File: src/rtl/input_conditioner_pkg.sv
// Shared definitions for the two-channel push-button input conditioner.
package input_conditioner_pkg;

    // Debounce FSM encoding. Bit 1 is the accepted level in every state.
    typedef enum logic [1:0] {
        IDLE_LOW  = 2'b00,
        WAIT_HIGH = 2'b01,
        HELD_HIGH = 2'b11,
        WAIT_LOW  = 2'b10
    } db_state_e;

    // Defaults for a board clock in the tens of MHz (about 1 ms of settle time).
    localparam int unsigned DEFAULT_CNT_W           = 16;
    localparam int unsigned DEFAULT_DEBOUNCE_CYCLES = 50000;

endpackage

File: src/rtl/input_conditioner_debounce_channel.sv
// One debounce channel: 2-flop synchroniser, 4-state accept/reject FSM and a
// stability counter. The level and the press pulse come straight from flops.
module debounce_channel
    import input_conditioner_pkg::*;
#(
    parameter int unsigned CNT_W           = DEFAULT_CNT_W,
    parameter int unsigned DEBOUNCE_CYCLES = DEFAULT_DEBOUNCE_CYCLES
) (
    input  logic clk,
    input  logic rst_n,
    input  logic raw,
    output logic level,
    output logic pulse
);

    // Terminal count: the WAIT states are left on this value, so the counter never wraps.
    localparam logic [CNT_W-1:0] CNT_LAST = CNT_W'(DEBOUNCE_CYCLES - 1);

    logic [1:0]       sync_q;
    logic             s;
    db_state_e        state_q, state_d;
    logic [CNT_W-1:0] cnt_q, cnt_d;
    logic             pulse_q, pulse_d;

    // Bring the asynchronous button into the clk domain.
    // NOTE: the synchroniser flops are reset as well, so a reset mid-debounce
    // discards any in-flight sample and the channel restarts from a known 0.
    always_ff @(posedge clk or negedge rst_n) begin
        if (!rst_n) begin
            sync_q <= 2'b00;
        end else begin
            // NOTE: non-blocking so each flop captures the value from before the edge.
            sync_q <= {sync_q[0], raw};
        end
    end

    assign s = sync_q[1];

    // FSM, counter and pulse registers.
    always_ff @(posedge clk or negedge rst_n) begin
        if (!rst_n) begin
            state_q <= IDLE_LOW;
            cnt_q   <= '0;
            pulse_q <= 1'b0;
        end else begin
            state_q <= state_d;
            cnt_q   <= cnt_d;
            pulse_q <= pulse_d;
        end
    end

    // Next-state logic: any reversal in a WAIT state restarts from the stable side.
    always_comb begin
        // NOTE: hold-value defaults first so no branch leaves a signal unassigned (no latch).
        state_d = state_q;
        cnt_d   = cnt_q;
        pulse_d = 1'b0;
        case (state_q)
            IDLE_LOW: begin
                if (s) begin
                    state_d = WAIT_HIGH;
                    cnt_d   = '0;
                end
            end
            WAIT_HIGH: begin
                if (!s) begin
                    state_d = IDLE_LOW;
                    cnt_d   = '0;
                end else if (cnt_q == CNT_LAST) begin
                    state_d = HELD_HIGH;
                    pulse_d = 1'b1;
                end else begin
                    cnt_d = cnt_q + CNT_W'(1);
                end
            end
            HELD_HIGH: begin
                if (!s) begin
                    state_d = WAIT_LOW;
                    cnt_d   = '0;
                end
            end
            WAIT_LOW: begin
                if (s) begin
                    state_d = HELD_HIGH;
                    cnt_d   = '0;
                end else if (cnt_q == CNT_LAST) begin
                    state_d = IDLE_LOW;
                end else begin
                    cnt_d = cnt_q + CNT_W'(1);
                end
            end
            default: begin
                state_d = IDLE_LOW;
                cnt_d   = '0;
            end
        endcase
    end

    // Accepted level is high in HELD_HIGH and WAIT_LOW; decoded from the state flops only.
    assign level = (state_q == HELD_HIGH) || (state_q == WAIT_LOW);
    assign pulse = pulse_q;

endmodule

File: src/rtl/input_conditioner.sv
// Two independent debounced button channels feeding the falling-edge
// sequential block. All outputs change on rising clk, so they are settled
// half a period before the downstream flops sample them.
module input_conditioner
    import input_conditioner_pkg::*;
#(
    parameter int unsigned CNT_W           = DEFAULT_CNT_W,
    parameter int unsigned DEBOUNCE_CYCLES = DEFAULT_DEBOUNCE_CYCLES
) (
    input  logic clk,
    input  logic rst_n,
    input  logic btn_a,
    input  logic btn_b,
    output logic a_out,
    output logic b_out,
    output logic a_pulse,
    output logic b_pulse
);

    debounce_channel #(
        .CNT_W           (CNT_W),
        .DEBOUNCE_CYCLES (DEBOUNCE_CYCLES)
    ) u_chan_a (
        .clk   (clk),
        .rst_n (rst_n),
        .raw   (btn_a),
        .level (a_out),
        .pulse (a_pulse)
    );

    debounce_channel #(
        .CNT_W           (CNT_W),
        .DEBOUNCE_CYCLES (DEBOUNCE_CYCLES)
    ) u_chan_b (
        .clk   (clk),
        .rst_n (rst_n),
        .raw   (btn_b),
        .level (b_out),
        .pulse (b_pulse)
    );

endmodule
File: config.mk
export PLATFORM = sky130hd
export DESIGN_NAME = input_conditioner
export DESIGN_NICKNAME = d
export VERILOG_FILES = /design/src/rtl/input_conditioner_pkg.sv /design/src/rtl/input_conditioner_debounce_channel.sv /design/src/rtl/input_conditioner.sv
export SDC_FILE = /design/constraint.sdc
export NUM_CORES = 1
export LEC_CHECK = 0
export CAP_MARGIN = 10
export CORE_AREA = 4 4 69 71
export CTS_CLUSTER_SIZE = 30
export DETAILED_ROUTE_END_ITERATION = 6
export DIE_AREA = 0 0 73 75
export PLACE_DENSITY_LB_ADDON = 0.2
export SKIP_CTS_REPAIR_TIMING = 1
export SYNTH_ARGS = -nofsm -noshare
export SYNTH_HDL_FRONTEND = slang
export SYNTH_SLANG_ARGS = --single-unit
File: constraint.sdc
create_clock -name clk -period 2.44 [get_ports clk]
set_input_delay 0.488 -clock clk [delete_from_list [all_inputs] [get_ports clk]]
set_output_delay 0.488 -clock clk [all_outputs]
set_load 0.05 [all_outputs]
# ---- After elaboration in Yosys (flattened, before gate mapping)
# Index checks and enable logic that the tools add are counted.
dict set report classes {
  n_reduce_logical 8
  n_eq_ne 16
  add_sub_neg 2
  mux 32
}
# operator n
set ops {}
lappend ops {{two-way mux 16 bit} 10}
lappend ops {{one-hot mux 16 bit (4 select lines)} 2}
lappend ops {{adder 16 x 1 -> 16 bit, second input constant} 2}
lappend ops {{equality test 16 bit, second input constant} 2}
lappend ops {{two-way mux 2 bit} 12}
lappend ops {{one-hot mux 2 bit (4 select lines)} 2}
lappend ops {{equality test 2 bit, second input constant} 4}
lappend ops {{AND reduction 4 bit} 2}
lappend ops {{two-way mux 1 bit} 6}
lappend ops {{inequality test 3 x 1 -> 1 bit, second input constant} 2}
lappend ops {{inequality test 3 bit, second input constant} 2}
lappend ops {{equality test 2 x 1 -> 1 bit, second input constant} 2}
lappend ops {{logical NOT 2 bit} 2}
lappend ops {{inequality test 2 x 1 -> 1 bit, second input constant} 2}
lappend ops {{inequality test 2 bit, second input constant} 2}
lappend ops {{AND reduction 2 bit} 2}
lappend ops {{logical OR 1 bit} 2}
dict set report word_totals {
  out_inout_bits 4
  wordCells 66
  register_bits 42
  in_bits 4
}

# ---- Longest topological paths before layout
dict set report logic_depth {
  depth_word 4
  mapped_depth 7
  mapped_depth_nobuf 6
}

# ---- Hierarchy
# Synthesis repeated with hierarchy kept, for this count alone.
dict set report unflattened {
  cells_unflattened 240
  area_unflattened_um2 2434.8
}
# mod instances area_each_um2 cells_per_inst seq_area_each_um2
set by_module_without_submodules {}
lappend by_module_without_submodules {debounce_channel 2 1217.4 120 525.5}

# ---- Worst setup path before layout
# No wires, ideal clock.
dict set report synth_timing {
  path_kind {reg2reg}
  start {register u_chan_b.state_q[0]}
  end {register u_chan_b.cnt_q[13]}
  setup_ns 0.067
  slack_ns 0.428
  stages_incl_launch_ff 7
  n_path_buf 0
  arrival_time_ns 1.946
  required_ns 2.373
  synth_period_minus_slack_ns 2.012
  cell_sequence {dfrtp_1 -> inv_1 -> ha_1 -> mux2_4 -> or4_4 -> or4_1 -> nand2_1}
}
dict set report synth_via {
  elab_chain_cells 3
  word_cells_on_any_way 8
  cone_classes {eq/ne: 5; mux: 1; reduce/logical: 2}
}
# element line
set synth_rtl {}
lappend synth_rtl {{start, declared} input_conditioner_debounce_channel.sv:21} ;# db_state_e state_q, state_d;
lappend synth_rtl {{start signal, assigned} input_conditioner_debounce_channel.sv:46} ;# state_q <= state_d;
lappend synth_rtl {{equality test 2 bit / logical NOT 2 bit (equally long branches)} input_conditioner_debounce_channel.sv:58} ;# case (state_q)
lappend synth_rtl {{inequality test 2 bit (no source line) / inequality test 2 x 1 -> 1 bit (equally long branches)} n/a}
lappend synth_rtl {{AND reduction 2 bit (no source line)} n/a}
lappend synth_rtl {{end signal, assigned} input_conditioner_debounce_channel.sv:47} ;# cnt_q <= cnt_d;
lappend synth_rtl {{end, declared} input_conditioner_debounce_channel.sv:22} ;# logic [CNT_W-1:0] cnt_q, cnt_d;
# Parallel ways exist; a longest one is shown, timed or not.
# A chain may end at the register's enable or synchronous reset.

# ---- Worst setup path in the final report
dict set report layout_timing {
  start {register u_chan_b.state_q[0]}
  end {register u_chan_b.cnt_q[15]}
}
# Same word-level chain as after synthesis.

==> results.tsv <==
metric	value	unit
wirelength	4460	um
rsz0062_at_grt	no	
place_area	2520	um2
grt_pass1_wl	7690	um
worstHoldPathType	input pin to asynchronous set/reset pin	
startpoint_type	flop	
layout-drive-gt1-share	0.0945	
num_vias	1836	
cts.clk_slew.worst_paths	0.07	ns
grt_pass1_vias	1734	
worstPathRequired	2.67	ns
cp.depth	6	
antenna_found_initial	0	
cts_tree	done	
die-area	5480	um2
coreArea	4230	um2
critical_path_class	flop to flop	
gp_congestion	0.813	
synth_seq_area_share	0.438	
ys_ff_latch	42	
first_pass_iters	4	
yosys_warnings	0	
cts_buffers	5	
postRouteAntennaNets	0	
grtUsageMet2	0.311	
status	finished, final reports clean	
maxSlewViolCount	0	
clockRootBuffer	clkbuf_8	
slew_headroom	0.595	
final_nets	268	
p_leak	1.08	nW
crit_fanout	16	
critPathBufInv	1	
syn2layout_area_growth	8.98	%
fmax	460	MHz
grt_use_total	0.180	
tightest_slew	0.602	ns
maxCapViolCount	0	
initial_core_util	0.566	
first_iter_violations	79	
synth_cell_types	40	
hold_viol	0	
use_met3	0.0360	
port_buffers	7	
power_density	827	nW/um2
cts_sinks	42	
end_kind	flop	
setup_viol	0	
syn_inst	243	
path_cells	inv_1 -> ha_1 -> mux2_4 -> or4_4 -> or4_1 -> nand2_1	
cp.arrival	2.41	ns
gr-total-overflow	0	
clock_latency	0.29	ns
ios	8	
grt_busiest_layer	met2	
final_core_util	0.617	
postLayoutCellArea	2610	um2
synthArstFlopShare	1.00	
diodes	0	
avgSynthCellArea	9.87	um2
r2r-end	u_chan_b.cnt_q[15]	
synth_edf_count	0	
wl_per_cell	14.6	um
clockBufferDepth	2	
peakVddDrop	0.684	mV
cts_max_level	2	
rr_startpoint	u_chan_b.state_q[0]	
fp-row-count	24	
mappedNetlistArea	2400	um2
fin_crit_sh	0.891	
syn_nets	258	
met1_usage	0.223	
dp_hpwl	3190	um
grt_max_degree	23	
cp_slowest_cell	or4_4	
r2r_cells	6	
period_minus_slack	2.17	ns
drc	0	
slowest_delay	0.59	ns
r2r_slack	0.27	ns
viasPerCell	6.00	
tns	0	ns
crit_family	simple AND/OR/NAND/NOR gates	
synthFlopType	dfrtp_1	
fp.dieW	73	um
clock-skew-final	0.00257	ns
die_y	75	um
report_power, final:
group | switching, mW | total [mW] | internal, mW
sequential | 0.0613 | 0.823 | 0.762
combinational | 0.562 | 0.878 | 0.316
clock | 0.230 | 0.459 | 0.228
cells by family after synthesis:
| kind of cell | count (synthesis) | synth area share |
|---|---|---|
| and+or+nand+nor | 104 | 0.260 |
| AOI/OAI and AO/OA | 44 | 0.108 |
| DFF | 42 | 0.438 |
| buffers and inverters | 17 | 0.0298 |
| xor gates and xnor gates | 14 | 0.0511 |
| muxes | 11 | 0.0553 |
| adders and majority gates | 11 | 0.0574 |
state kept, by name, summed over array words and instances (netlist names):
name / cells
u_chan_b.cnt_q: 16
u_chan_a.sync_q: 2
u_chan_b.state_q: 2
u_chan_a.pulse: 1
u_chan_b.sync_q: 2
u_chan_a.state_q: 2
u_chan_b.pulse: 1
u_chan_a.cnt_q: 16
how the worst max path moves through the flow:
stage / startpoint / end
CTS: u_chan_b.state_q[0] / b_out
finish: u_chan_b.state_q[0] / u_chan_b.cnt_q[15]
floorplan: u_chan_b.state_q[0] / u_chan_b.cnt_q[13]
global route: u_chan_b.state_q[1] / u_chan_b.cnt_q[15]
global placement: u_chan_a.state_q[0] / a_out
detailed placement: u_chan_b.state_q[0] / b_out
cell type report:
type / count / area (um2)
Timing Repair Buffer: 10 / 92.6
Tap cell: 52 / 65.1
Clock buffer: 7 / 86.3
Sequential cell: 42 / 1050
Fill cell: 355 / 1620
Inverter: 10 / 37.5
Clock inverter: 1 / 5.00
Multi-Input combinational cell: 184 / 1270
synth_stat cells (2+ instances only):
cell type   n  area [um2]
o211ai_1    5        37.5
or2_2       2        12.5
xor2_1      3        26.3
nand3_1     8        40.0
or3_1      10        62.6
nand4_1    12        75.1
nor2_1     18        67.6
o21ai_0    10        50.1
ha_1       11         138
dfrtp_1    42        1050
mux2_2      4        45.0
nand3b_1    2        15.0
xnor2_1    11        96.3
mux2i_1     5        50.1
nor3_1      5        25.0
or4b_2      2        20.0
nand2_1    16        60.1
clkbuf_1    6        22.5
nor4_1      6        37.5
a21oi_1    18        90.1
o31ai_1     8        60.1
inv_1      10        37.5
nor4bb_1    2        20.0
and3_1      3        18.8
and4_1      3        26.3
or4_1       7        52.6
cell usage in the layout (no fill, tap or decap), types with 2 or more instances in the layout:
cell / instances
dfrtp_1: 42
nor2_1: 18
a21oi_1: 18
nand2_1: 16
nand4_1: 12
xnor2_1: 11
ha_1: 11
inv_1: 10
o21ai_0: 10
or3_1: 10
nand3_1: 8
o31ai_1: 8
or4_1: 7
nor4_1: 6
clkbuf_8: 6
mux2i_1: 5
o211ai_1: 5
nor3_1: 5
mux2_2: 4
clkdlybuf4s50_1: 4
and3_1: 3
and4_1: 3
xor2_1: 3
buf_4: 3
or2_2: 2
or4b_2: 2
nand3b_1: 2
nor4bb_1: 2
dlymetal6s2s_1: 2
metrics by stage:
step	setup slack (ns)	hold WS, ns	cells	total power, mW
finish	0.267	0.148	306	2.16
global route	0.181	0.171	306	2.31
CTS	-0.0605	0.164	306	2.18
detailed placement	0.269	0.345	298	1.72
global placement	0.300	0.333	298	1.70
floorplan	0.428	0.192	243	1.49
routing by layer:
| layer | part of all wire | vias up |
|---|---|---|
| met5 | 0 | - |
| met4 | 0.014 | 0 |
| met3 | 0.020 | 7 |
| met2 | 0.51 | 14 |
| met1 | 0.46 | 892 |
| li1 | - | 923 |
(Power assumes the default switching activity.)
